**src/rtl/div32_seq.sv**
```systemverilog
// Multi-cycle 32-bit restoring divider: quotient on LoResult, remainder on HiResult.
// Signed ops divide magnitudes and then fix up the signs in a final cycle.
module div32_seq (
    input  logic        Clk,
    input  logic        Rst,
    input  logic        Start,
    input  logic        Signed,
    input  logic [31:0] A,
    input  logic [31:0] B,
    output logic        Busy,
    output logic        Done,
    output logic [31:0] LoResult,
    output logic [31:0] HiResult,
    output logic        DivByZero,
    output logic [1:0]  dbg_state
);

    typedef enum logic [1:0] {
        IDLE  = 2'd0,
        RUN   = 2'd1,
        FIXUP = 2'd2
    } state_t;

    state_t      state;
    logic        sgn_op;
    logic        a_neg;
    logic        b_neg;
    logic        dz;
    logic [31:0] dvd;
    logic [31:0] dvs;
    logic [31:0] rem;
    logic [31:0] a_lat;
    logic [4:0]  cnt;

    logic [31:0] a_abs;
    logic [31:0] b_abs;
    logic [32:0] rem_sh;
    logic        sub_ok;
    logic [31:0] diff;
    logic [31:0] q_fix;
    logic [31:0] r_fix;

    assign dbg_state = state;

    always_comb begin
        a_abs  = (Signed && A[31]) ? (32'd0 - A) : A;
        b_abs  = (Signed && B[31]) ? (32'd0 - B) : B;
        rem_sh = {rem, dvd[31]};
        sub_ok = (rem_sh >= {1'b0, dvs});
        // When the subtract succeeds the difference is below dvs, so 32 bits suffice.
        diff   = rem_sh[31:0] - dvs;
        q_fix  = (sgn_op && (a_neg ^ b_neg)) ? (32'd0 - dvd) : dvd;
        r_fix  = (sgn_op && a_neg) ? (32'd0 - rem) : rem;
    end

    always_ff @(posedge Clk or negedge Rst) begin
        if (!Rst) begin
            state     <= IDLE;
            sgn_op    <= 1'b0;
            a_neg     <= 1'b0;
            b_neg     <= 1'b0;
            dz        <= 1'b0;
            dvd       <= 32'd0;
            dvs       <= 32'd0;
            rem       <= 32'd0;
            a_lat     <= 32'd0;
            cnt       <= 5'd0;
            Busy      <= 1'b0;
            Done      <= 1'b0;
            LoResult  <= 32'd0;
            HiResult  <= 32'd0;
            DivByZero <= 1'b0;
        end else begin
            Done <= 1'b0;
            case (state)
                IDLE: begin
                    if (Start) begin
                        sgn_op <= Signed;
                        a_neg  <= A[31];
                        b_neg  <= B[31];
                        dvd    <= a_abs;
                        dvs    <= b_abs;
                        rem    <= 32'd0;
                        cnt    <= 5'd0;
                        a_lat  <= A;
                        dz     <= (B == 32'd0);
                        Busy   <= 1'b1;
                        state  <= (B == 32'd0) ? FIXUP : RUN;
                    end
                end
                RUN: begin
                    // Quotient bits shift into dvd as dividend bits shift out.
                    if (sub_ok) begin
                        rem <= diff;
                        dvd <= {dvd[30:0], 1'b1};
                    end else begin
                        rem <= rem_sh[31:0];
                        dvd <= {dvd[30:0], 1'b0};
                    end
                    cnt <= cnt + 5'd1;
                    if (cnt == 5'd31) begin
                        state <= FIXUP;
                    end
                end
                FIXUP: begin
                    if (dz) begin
                        LoResult <= 32'hFFFF_FFFF;
                        HiResult <= a_lat;
                    end else begin
                        LoResult <= q_fix;
                        HiResult <= r_fix;
                    end
                    DivByZero <= dz;
                    Done      <= 1'b1;
                    Busy      <= 1'b0;
                    state     <= IDLE;
                end
                default: begin
                    state <= IDLE;
                    Busy  <= 1'b0;
                end
            endcase
        end
    end

endmodule

```
**config.mk**
```make
export PLATFORM = sky130hd
export DESIGN_NAME = div32_seq
export DESIGN_NICKNAME = d
export VERILOG_FILES = /design/src/rtl/div32_seq.sv
export SDC_FILE = /design/constraint.sdc
export NUM_CORES = 1
export LEC_CHECK = 0
export CORE_ASPECT_RATIO = 0.75
export CORE_MARGIN = 4
export CORE_UTILIZATION = 23
export DETAILED_ROUTE_END_ITERATION = 16
export PLACE_DENSITY_LB_ADDON = 0.3
export SLEW_MARGIN = 40
export SYNTH_ARGS = -nofsm -noshare
export SYNTH_HDL_FRONTEND = slang
export SYNTH_SLANG_ARGS = --single-unit
```
**constraint.sdc**
```tcl
create_clock -name Clk -period 9.65 [get_ports Clk]
set_clock_uncertainty 0.15 [all_clocks]
set_input_delay 1.93 -clock Clk [delete_from_list [all_inputs] [get_ports Clk]]
set_output_delay 1.93 -clock Clk [all_outputs]
set_load 0.02 [all_outputs]
```
==> results of run 1 <==
-- through the flow --
stage | instance area, µm² | power, mW | utilization | cells
floorplan | 12500 | 3.50 | - | 1510
global placement | 14500 | 4.28 | 0.272 | 2285
detailed placement | 14600 | 4.32 | 0.273 | 2286
CTS | 15500 | 5.36 | 0.290 | 2330
global route | 15500 | 5.81 | 0.290 | 2330
finish | 15500 | 5.34 | 0.290 | 2330
-- worst max-delay path, delay by kind of cell --
kind	cells	cell delay [ps]
AO/OA/AOI/OAI	2	390
buffers and inverters	1	490
XOR/XNOR	1	180
AND/OR/NAND/NOR	6	1980
-- cell type report --
type / count / area [µm²]
fillers: 5690 / 37900
multi-input cells: 1159 / 6830
flip-flops and latches: 205 / 5130
repair buffers: 149 / 1490
well taps: 712 / 891
clock buffers: 34 / 752
inverters: 61 / 229
clock inverters: 10 / 130
-- synth_stat cells, drive strengths merged (18+ instances only) --
| master | number |
|---|---|
| ha | 38 |
| nand2 | 213 |
| clkbuf | 75 |
| nor2 | 138 |
| nand3 | 39 |
| a22oi | 27 |
| inv | 61 |
| o21ai | 190 |
| nor3 | 25 |
| xor2 | 64 |
| a21oi | 155 |
| xnor2 | 75 |
| dfrtp | 205 |
| and3 | 18 |
-- power breakdown --
group | leakage, nW | switching [mW] | total [mW] | internal, mW
sequential | 2.62 | 0.397 | 1.60 | 1.20
combinational | 3.41 | 1.60 | 2.74 | 1.14
clock | 0.433 | 0.387 | 1.01 | 0.622
total | 6.46 | 2.39 | 5.34 | 2.96
-- metal layers --
metal | track usage | part of all wire | wire length, µm
met5 | 0 | 0.00031 | 13
met4 | 0.0290 | 0.021 | 870
met3 | 0.0237 | 0.056 | 2330
met2 | 0.219 | 0.44 | 18400
met1 | 0.200 | 0.48 | 19900
-- how the worst min path moves through the flow --
stage                   start        end  slack [ps]  cells past startpoint
floorplan           a_lat[27]  a_lat[27]         290                      2
global placement    a_lat[27]  a_lat[27]         310                      2
detailed placement  a_lat[27]  a_lat[27]         310                      2
CTS                 a_lat[27]  a_lat[27]         320                      2
global route           cnt[3]     cnt[3]         350                      1
finish              a_lat[25]  a_lat[25]         320                      2
-- cell families after synthesis --
family	count (synthesis)	share of synthesized area
AO/OA/AOI/OAI	452	0.206
XOR/XNOR	139	0.0976
adder cells (fa/ha/maj)	39	0.0397
buffers and inverters	146	0.0447
flip-flops	205	0.411
multiplexers	7	0.00562
AND/OR/NAND/NOR	522	0.195
-- sequential cells by signal, summed over array words and instances, names as in the netlist --
name and flops:
HiResult 32, LoResult 32, dvd 32, dvs 32, rem 32, a_lat 31, cnt 5, dbg_state 2
Busy 1, DivByZero 1, Done 1, a_neg 1, b_neg 1, dz 1, sgn_op 1
==> impl_metrics.py, run 1 <==
metrics = {
    "outcome": {
        "outcome": "complete, no violations",
    },
    "route": {
        "detailedRoute.firstPassIterationCount": 5,
        "detailedRoute.firstIterationViolations": 798,
        "drc_errors": 0,
        "vias": 11173,
        "drt-total-wl_um": 41400,
        "ant_nets": 0,
        "wire_per_inst_um": 17.8,
        "vias_per_cell": 4.80,
    },
    "power_and_ir_drop": {
        "power_leakage_nw": 6.46,
        "max_vdd_drop_v": 0.000167,
        "pwr_density_cell_nw_per_um2": 346,
    },
    "sta": {
        "max_slew_margin": 0.446,
        "setup_violations": 0,
        "holdWs_ps": 323,
        "final_min_period_over_clock_period": 0.491,
        "postLayoutSetupSlackWorst_ps": 4910,
        "period_needed_ps": 4740,
        "finalHoldViolations": 0,
        "sum_of_negative_setup_slack_ps": 0,
        "actual_slew_at_the_worst_max_slew_pin_ps": 828,
        "fmax_mhz": 211,
        "finalMaxSlewViolations": 0,
        "grt_setup_unrepaired": "no",
    },
    "setup_path": {
        "setup.worst_path.end": "dvd[29]",
        "reg2reg_from": "rem[0]",
        "timing.critical_path.from": "A[2]",
        "crit_path_max_fanout": 6,
        "cp-start-kind": "input pin",
        "timing.critical_path.mode_cell": "nand3_1",
        "crit_arrival_ps": 4960,
        "timing.critical_path.to_type": "flip-flop",
        "cpMaxStageDelayCell": "nor4b_2",
        "rr_endpoint": "rem[26]",
        "critical_path_class": "in2reg",
        "critical_path.cell_chain": "clkdlybuf4s50_1 -> nor3_1 -> nand3_1 -> or2_2 -> nor4b_2 -> and3_1 -> nand3_1 -> o31ai_1 -> xor2_1 -> o21ai_0",
        "critical_path_required_ps": 9880,
        "worstRegToRegCells": 12,
        "cp_slowest_stage_delay_ps": 630,
        "reg2reg_slack_ps": 5810,
    },
    "synth": {
        "yosysWarningCount": 0,
        "asyncSetResetFlopFracSynth": 1.00,
        "cell_type_with_the_highest_aggregate_area_in_the_netlist": "dfrtp_1",
        "synth_top_cells_by_area": "dfrtp_1 (41%), o21ai_0 (7.5%), nand2_1 (6.4%), a21oi_1 (6.2%), xnor2_1 (5.3%)",
        "post_synth_top_area_share": 0.411,
        "synth.distinct_cells": 68,
        "postSynthCellCount": 1510,
        "synth_area_um2": 12500,
        "register_area_share_after_synthesis": 0.411,
        "synth-edff-count": 0,
        "synth_top_flop_cell": "dfrtp_1",
        "syn_avg_cell_area_um2": 8.26,
        "ys_seq_elements": 205,
        "syn_nets": 1617,
    },
    "finish": {
        "drive_gt1_frac": 0.0538,
        "layout.cells.most_common": "nand2_1",
        "area_delta_synth_final_pct": 23.9,
        "leading_cell_types_in_the_layout_fill_and_taps_excluded": "nand2_1 (212), dfrtp_1 (204), o21ai_0 (187)",
        "diodes": 0,
        "nets": 1709,
    },
    "cts": {
        "tritoncts_clock_tree": "done",
        "cts.repair_timing.setup_buffer_count": 0,
        "clk_root_buffer_cell": "clkbuf_16",
        "cts.hold.buffers_added": 0,
        "h-tree-depth": 1,
        "clk_pin_slew_worst_paths_ps": 50,
        "clock-sinks": 205,
        "tritoncts.num_buffers": 26,
        "clkLatencyLatePin_ps": 530,
        "ctsLongestPathBuffers": 3,
        "cts-resized-gates": 0,
    },
    "global_routing": {
        "global_route_wire_length_before_repair_um": 65100,
        "grt_max_degree": 95,
        "globalRouteOverflowTotal": 0,
        "number_of_antenna_violations_at_the_first_check_in_global_routing": 1,
        "grt_usage": 0.139,
        "grt_pass1_vias": 11178,
    },
    "die": {
        "floorplan.rows": 73,
        "die-height_um": 210,
        "io_pins": 137,
        "die_area_um2": 58100,
        "initial_utilization": 0.234,
        "die_x_um": 277,
        "fp.coreArea_um2": 53300,
    },
    "job": {
        "max-cap-violations": 0,
    },
    "place": {
        "preCtsSetupSlack_ps": 4430,
        "place.gp.congestion": 0.866,
        "detailedPlacementHpwl_um": 30600,
        "port_buffers": 136,
    },
    "worst_hold_path": {
        "min_path_type": "reg2reg",
    },
}
(Power assumes the default switching activity.)
==> run 2: changes to the inputs <==
- clock period: 9.65 -> 4 ns (I/O delays scaled with it)
==> impl_metrics.py, run 2 (same netlist as run 1, synthesis figures left out) <==
metrics = {
    "outcome": {
        "outcome": "complete, no violations",
    },
    "global_routing": {
        "grt_max_degree": 93,
        "grt_pass1_vias": 10939,
        "globalRouteOverflowTotal": 0,
        "global_route_wire_length_before_repair_um": 64700,
        "grt_usage": 0.139,
        "number_of_antenna_violations_at_the_first_check_in_global_routing": 1,
    },
    "place": {
        "port_buffers": 136,
        "placedCellCount": 2311,
        "detailedPlacementHpwl_um": 31700,
        "place.gp.congestion": 0.846,
    },
    "worst_hold_path": {
        "min_path_type": "reg2reg",
        "holdPathStages": 2,
        "startpoint_of_the_tightest_hold_check_path": "a_lat[28]",
        "min_to": "a_lat[28]",
    },
    "cts": {
        "clkLatencyLatePin_ps": 550,
        "clk_root_buffer_cell": "clkbuf_16",
        "ctsLongestPathBuffers": 3,
        "cts.repair_timing.setup_buffer_count": 0,
        "tritoncts.num_buffers": 26,
        "cts.hold.buffers_added": 0,
        "h-tree-depth": 1,
        "clk_pin_slew_worst_paths_ps": 60,
        "cts-resized-gates": 0,
        "clock-sinks": 205,
        "tritoncts_clock_tree": "done",
    },
    "finish": {
        "layoutNonFillerInstCount": 2357,
        "leading_cell_types_in_the_layout_fill_and_taps_excluded": "nand2_1 (212), dfrtp_1 (204), o21ai_0 (187)",
        "diodes": 0,
        "filler_instances": 5698,
        "drive_gt1_frac": 0.0669,
        "layout.cells.most_common": "nand2_1",
        "nets": 1736,
        "area_delta_synth_final_pct": 25.3,
    },
    "sta": {
        "actual_slew_at_the_worst_max_slew_pin_ps": 783,
        "grt_setup_unrepaired": "no",
        "period_needed_ps": 3460,
        "final_min_period_over_clock_period": 0.864,
        "finalHoldViolations": 0,
        "max_slew_margin": 0.478,
        "sum_of_negative_setup_slack_ps": 0,
        "finalMaxSlewViolations": 0,
        "fmax_mhz": 289,
        "setup_violations": 0,
    },
    "route": {
        "vias": 11218,
        "wire_length_on_met2_um": 17900,
        "wire_per_inst_um": 17.7,
        "met3RoutedLength_um": 2550,
        "detailedRoute.firstIterationViolations": 835,
        "vias_per_cell": 4.76,
        "dr.max_layer_used": "met4",
        "drt-total-wl_um": 41600,
        "detailedRoute.firstPassIterationCount": 5,
        "drc_errors": 0,
        "ant_nets": 0,
        "drt-met1-wl_um": 20300,
    },
    "die": {
        "die-height_um": 210,
        "fp.coreArea_um2": 53300,
        "floorplan.rows": 73,
        "io_pins": 137,
        "die_area_um2": 58100,
        "die_x_um": 277,
        "initial_utilization": 0.234,
    },
    "power_and_ir_drop": {
        "max_vdd_drop_v": 0.000341,
        "pwr_density_cell_nw_per_um2": 828,
        "fin_total_pwr_mw": 12.9,
        "power_leakage_nw": 6.58,
    },
    "setup_path": {
        "critical_path_class": "reg2reg",
        "reg2reg_slack_ps": 540,
        "crit_path_max_fanout": 4,
        "crit_arrival_ps": 3730,
        "cp-start-kind": "flip-flop",
        "reg2reg_from": "dvd[31]",
        "rr_endpoint": "rem[30]",
        "worstRegToRegCells": 14,
        "critical_path_required_ps": 4270,
        "timing.critical_path.to_type": "flip-flop",
    },
    "job": {
        "max-cap-violations": 0,
    },
}
==> run 2: changes by cell type in the layout (fill, tap and decap cells not counted), moves of 2 or more <==
cell / change
clkbuf_1: +4
nor2_4: -2
bufinv_16: -2
buf_6: -3
buf_12: +4
nor2_2: +2
buf_4: +25
==> run 2: how the worst max path moves through the flow <==
stage          startpoint      end  depth (start not counted)
2_1_floorplan     dvd[31]  rem[28]                         14
3_3_place_gp         B[2]  dvs[28]                         11
3_5_place_dp         B[0]  dvs[30]                         12
4_1_cts           dvd[31]  rem[28]                         14
5_1_grt           dvd[31]  rem[30]                         14
6_report          dvd[31]  rem[30]                         14
==> run 2: final cells by class <==
| cell class | instances | area (µm²) | area share |
|---|---|---|---|
| Clock inverter | 6 | 57.6 | 0.00368 |
| Timing Repair Buffer | 176 | 1740 | 0.111 |
| Tap cell | 712 | 891 | 0.0570 |
| Multi-Input combinational cell | 1159 | 6820 | 0.436 |
| Inverter | 61 | 229 | 0.0146 |
| Sequential cell | 205 | 5130 | 0.328 |
| Clock buffer | 38 | 767 | 0.0491 |
==> run 2: routing by layer <==
metal	global-route usage	vias to the layer above
met4	0.0325	0
met2	0.208	276
met1	0.207	5423
li1	-	5473
met5	0	-
met3	0.0275	46
==> run 2: power breakdown <==
| group | internal [mW] | switching [mW] | total (mW) |
|---|---|---|---|
| registers | 2.89 | 0.873 | 3.76 |
| logic | 2.85 | 4.02 | 6.87 |
| clock network | 1.38 | 0.924 | 2.30 |
| total | 7.12 | 5.82 | 12.9 |
==> run 2: stage by stage <==
step                       util  worst slack, ps  cell area [µm²]  hold slack [ps]
after floorplan               -              765            12500              288
after global placement    0.277              309            14800              309
after detailed placement  0.277              241            14800              313
after CTS                 0.292              535            15600              208
after global routing      0.293              288            15600              341
final                     0.293              543            15600              323
==> run 2: critical path: stages, from the launching register on <==
cell      delay, ps
dfrtp_1         370
inv_1            60
ha_1            160
inv_1            50
fa_1            400
a21o_1          200
a221oi_2        370
o211ai_2        190
and3_1          220
o211ai_2        170
a21oi_1          90
o21ai_0         290
a21oi_1         160
mux2i_1         140
a221o_1         310
==> run 3: changes to the inputs <==
- CORE_UTILIZATION: 23 -> 52
==> impl_metrics.py, run 3 (same netlist as run 1, synthesis figures left out) <==
metrics = {
    "sta": {
        "max_slew_margin": 0.468,
        "grt_setup_unrepaired": "no",
        "finalHoldViolations": 0,
        "fmax_mhz": 273,
        "setup_violations": 0,
        "sum_of_negative_setup_slack_ps": 0,
        "postLayoutSetupSlackWorst_ps": 337,
        "period_needed_ps": 3660,
        "final_min_period_over_clock_period": 0.916,
        "actual_slew_at_the_worst_max_slew_pin_ps": 799,
        "finalMaxSlewViolations": 0,
        "holdWs_ps": 77.5,
    },
    "cts": {
        "clk_root_buffer_cell": "clkbuf_16",
        "cts-resized-gates": 0,
        "tritoncts_clock_tree": "done",
        "clk_pin_slew_worst_paths_ps": 70,
        "h-tree-depth": 1,
        "tritoncts.num_buffers": 22,
        "ctsLongestPathBuffers": 3,
        "cts.repair_timing.setup_buffer_count": 0,
        "cts.hold.buffers_added": 0,
        "clock-sinks": 205,
        "clkLatencyLatePin_ps": 510,
    },
    "place": {
        "port_buffers": 136,
        "preCtsSetupSlack_ps": 58.4,
        "detailedPlacementHpwl_um": 26200,
        "placed_area_um2": 14100,
        "placedCellCount": 1879,
        "place.gp.congestion": 0.953,
    },
    "route": {
        "ant_nets": 0,
        "detailedRoute.firstIterationViolations": 1217,
        "detailedRoute.firstPassIterationCount": 8,
        "vias_per_cell": 5.91,
        "vias": 11340,
        "drt-total-wl_um": 35900,
        "wire_per_inst_um": 18.7,
        "drc_errors": 0,
    },
    "global_routing": {
        "grt_usage": 0.265,
        "number_of_antenna_violations_at_the_first_check_in_global_routing": 0,
        "grt_pass1_vias": 10672,
        "global_route_wire_length_before_repair_um": 57900,
        "globalRouteOverflowTotal": 0,
        "grt_max_degree": 92,
    },
    "die": {
        "die-height_um": 142,
        "floorplan.rows": 48,
        "initial_utilization": 0.535,
        "fp.coreArea_um2": 23300,
        "die_x_um": 187,
        "io_pins": 137,
        "die_area_um2": 26600,
    },
    "finish": {
        "leading_cell_types_in_the_layout_fill_and_taps_excluded": "nand2_1 (212), dfrtp_1 (204), o21ai_0 (187)",
        "register_area_um2": 5130,
        "drive_gt1_frac": 0.0532,
        "final_core_utilization": 0.639,
        "multi_input_comb_area_um2": 6820,
        "filler_instances": 1977,
        "diodes": 0,
        "layout.cells.most_common": "nand2_1",
        "nets": 1710,
        "final_design_area_no_fill_um2": 14900,
        "area_delta_synth_final_pct": 19.3,
        "layoutNonFillerInstCount": 1918,
    },
    "power_and_ir_drop": {
        "power.share.sequential": 0.303,
        "cellInternalPower_mw": 7.01,
        "combPwrFrac": 0.519,
        "power_leakage_nw": 6.44,
        "fin_total_pwr_mw": 12.6,
        "switching_power_mw": 5.62,
        "pwr_density_cell_nw_per_um2": 849,
        "max_vdd_drop_v": 0.000401,
        "clock_share_of_power": 0.178,
        "switching_share": 0.445,
    },
    "setup_path": {
        "cp_slowest_stage_delay_ps": 410,
        "cp_num_buf_inv": 2,
        "cp-start-kind": "flip-flop",
        "critical_path.cell_chain": "inv_1 -> ha_1 -> inv_1 -> fa_1 -> a21o_1 -> a221oi_2 -> o211ai_2 -> and3_1 -> o211ai_2 -> a21oi_1 -> o21ai_0 -> a21oi_1 -> mux2i_1 -> a221o_1",
        "critical_path_class": "reg2reg",
        "cpMaxStageDelayCell": "dfrtp_1",
        "crit_path_max_fanout": 4,
        "timing.critical_path.to_type": "flip-flop",
        "crit_arrival_ps": 3910,
        "critical_path_required_ps": 4250,
        "critical-path-top-delay-family": "compound AO/OA/AOI/OAI gates",
    },
    "outcome": {
        "outcome": "complete, no violations",
    },
    "job": {
        "max-cap-violations": 0,
    },
    "worst_hold_path": {
        "min_path_type": "in2async",
    },
}
[run 3: cell types whose count changed in the layout (fill, tap and decap cells not counted), moves of 3 or more]
cell / before / now
buf_4: 34 / 15
clkbuf_16: 27 / 23
bufinv_16: 1 / 4
clkbuf_1: 6 / 2
[run 3: final cells by class]
type,count,area share
inverter,61,0.0154
multi-input combinational,1159,0.458
timing repair buffer,154,0.103
sequential,205,0.345
clock buffer,28,0.0420
clock inverter,11,0.0110
tap,300,0.0252
[run 3: worst paths after layout]
path                                   from           to  slack, ps  cells after the start
min in group Clk                LoResult[0]  LoResult[0]        320                      2
worst min register to register  LoResult[0]  LoResult[0]        320                      2
max in group asynchronous               Rst  LoResult[7]       2800                      2
worst max register to register      dvd[31]      rem[30]        340                     14
worst min-delay path                    Rst  HiResult[6]         80                      1
worst max-delay path                dvd[31]      rem[30]        340                     14
[run 3: per-layer routing]
| layer | GRT usage | share of wire |
|---|---|---|
| met1 | 0.404 | 0.47 |
| met2 | 0.388 | 0.43 |
| met3 | 0.0620 | 0.089 |
| met4 | 0.0517 | 0.017 |
| met5 | 0 | 0 |
[run 3: power by group through the flow]
| stage | logic (mW) | clock network (mW) | registers (mW) |
|---|---|---|---|
| after floorplan | 4.82 | 0 | 3.62 |
| after global placement | 6.28 | 0 | 3.80 |
| after detailed placement | 6.45 | 0 | 3.82 |
| after CTS | 6.49 | 2.26 | 3.81 |
| after global routing | 7.40 | 2.36 | 3.94 |
| final | 6.56 | 2.24 | 3.83 |
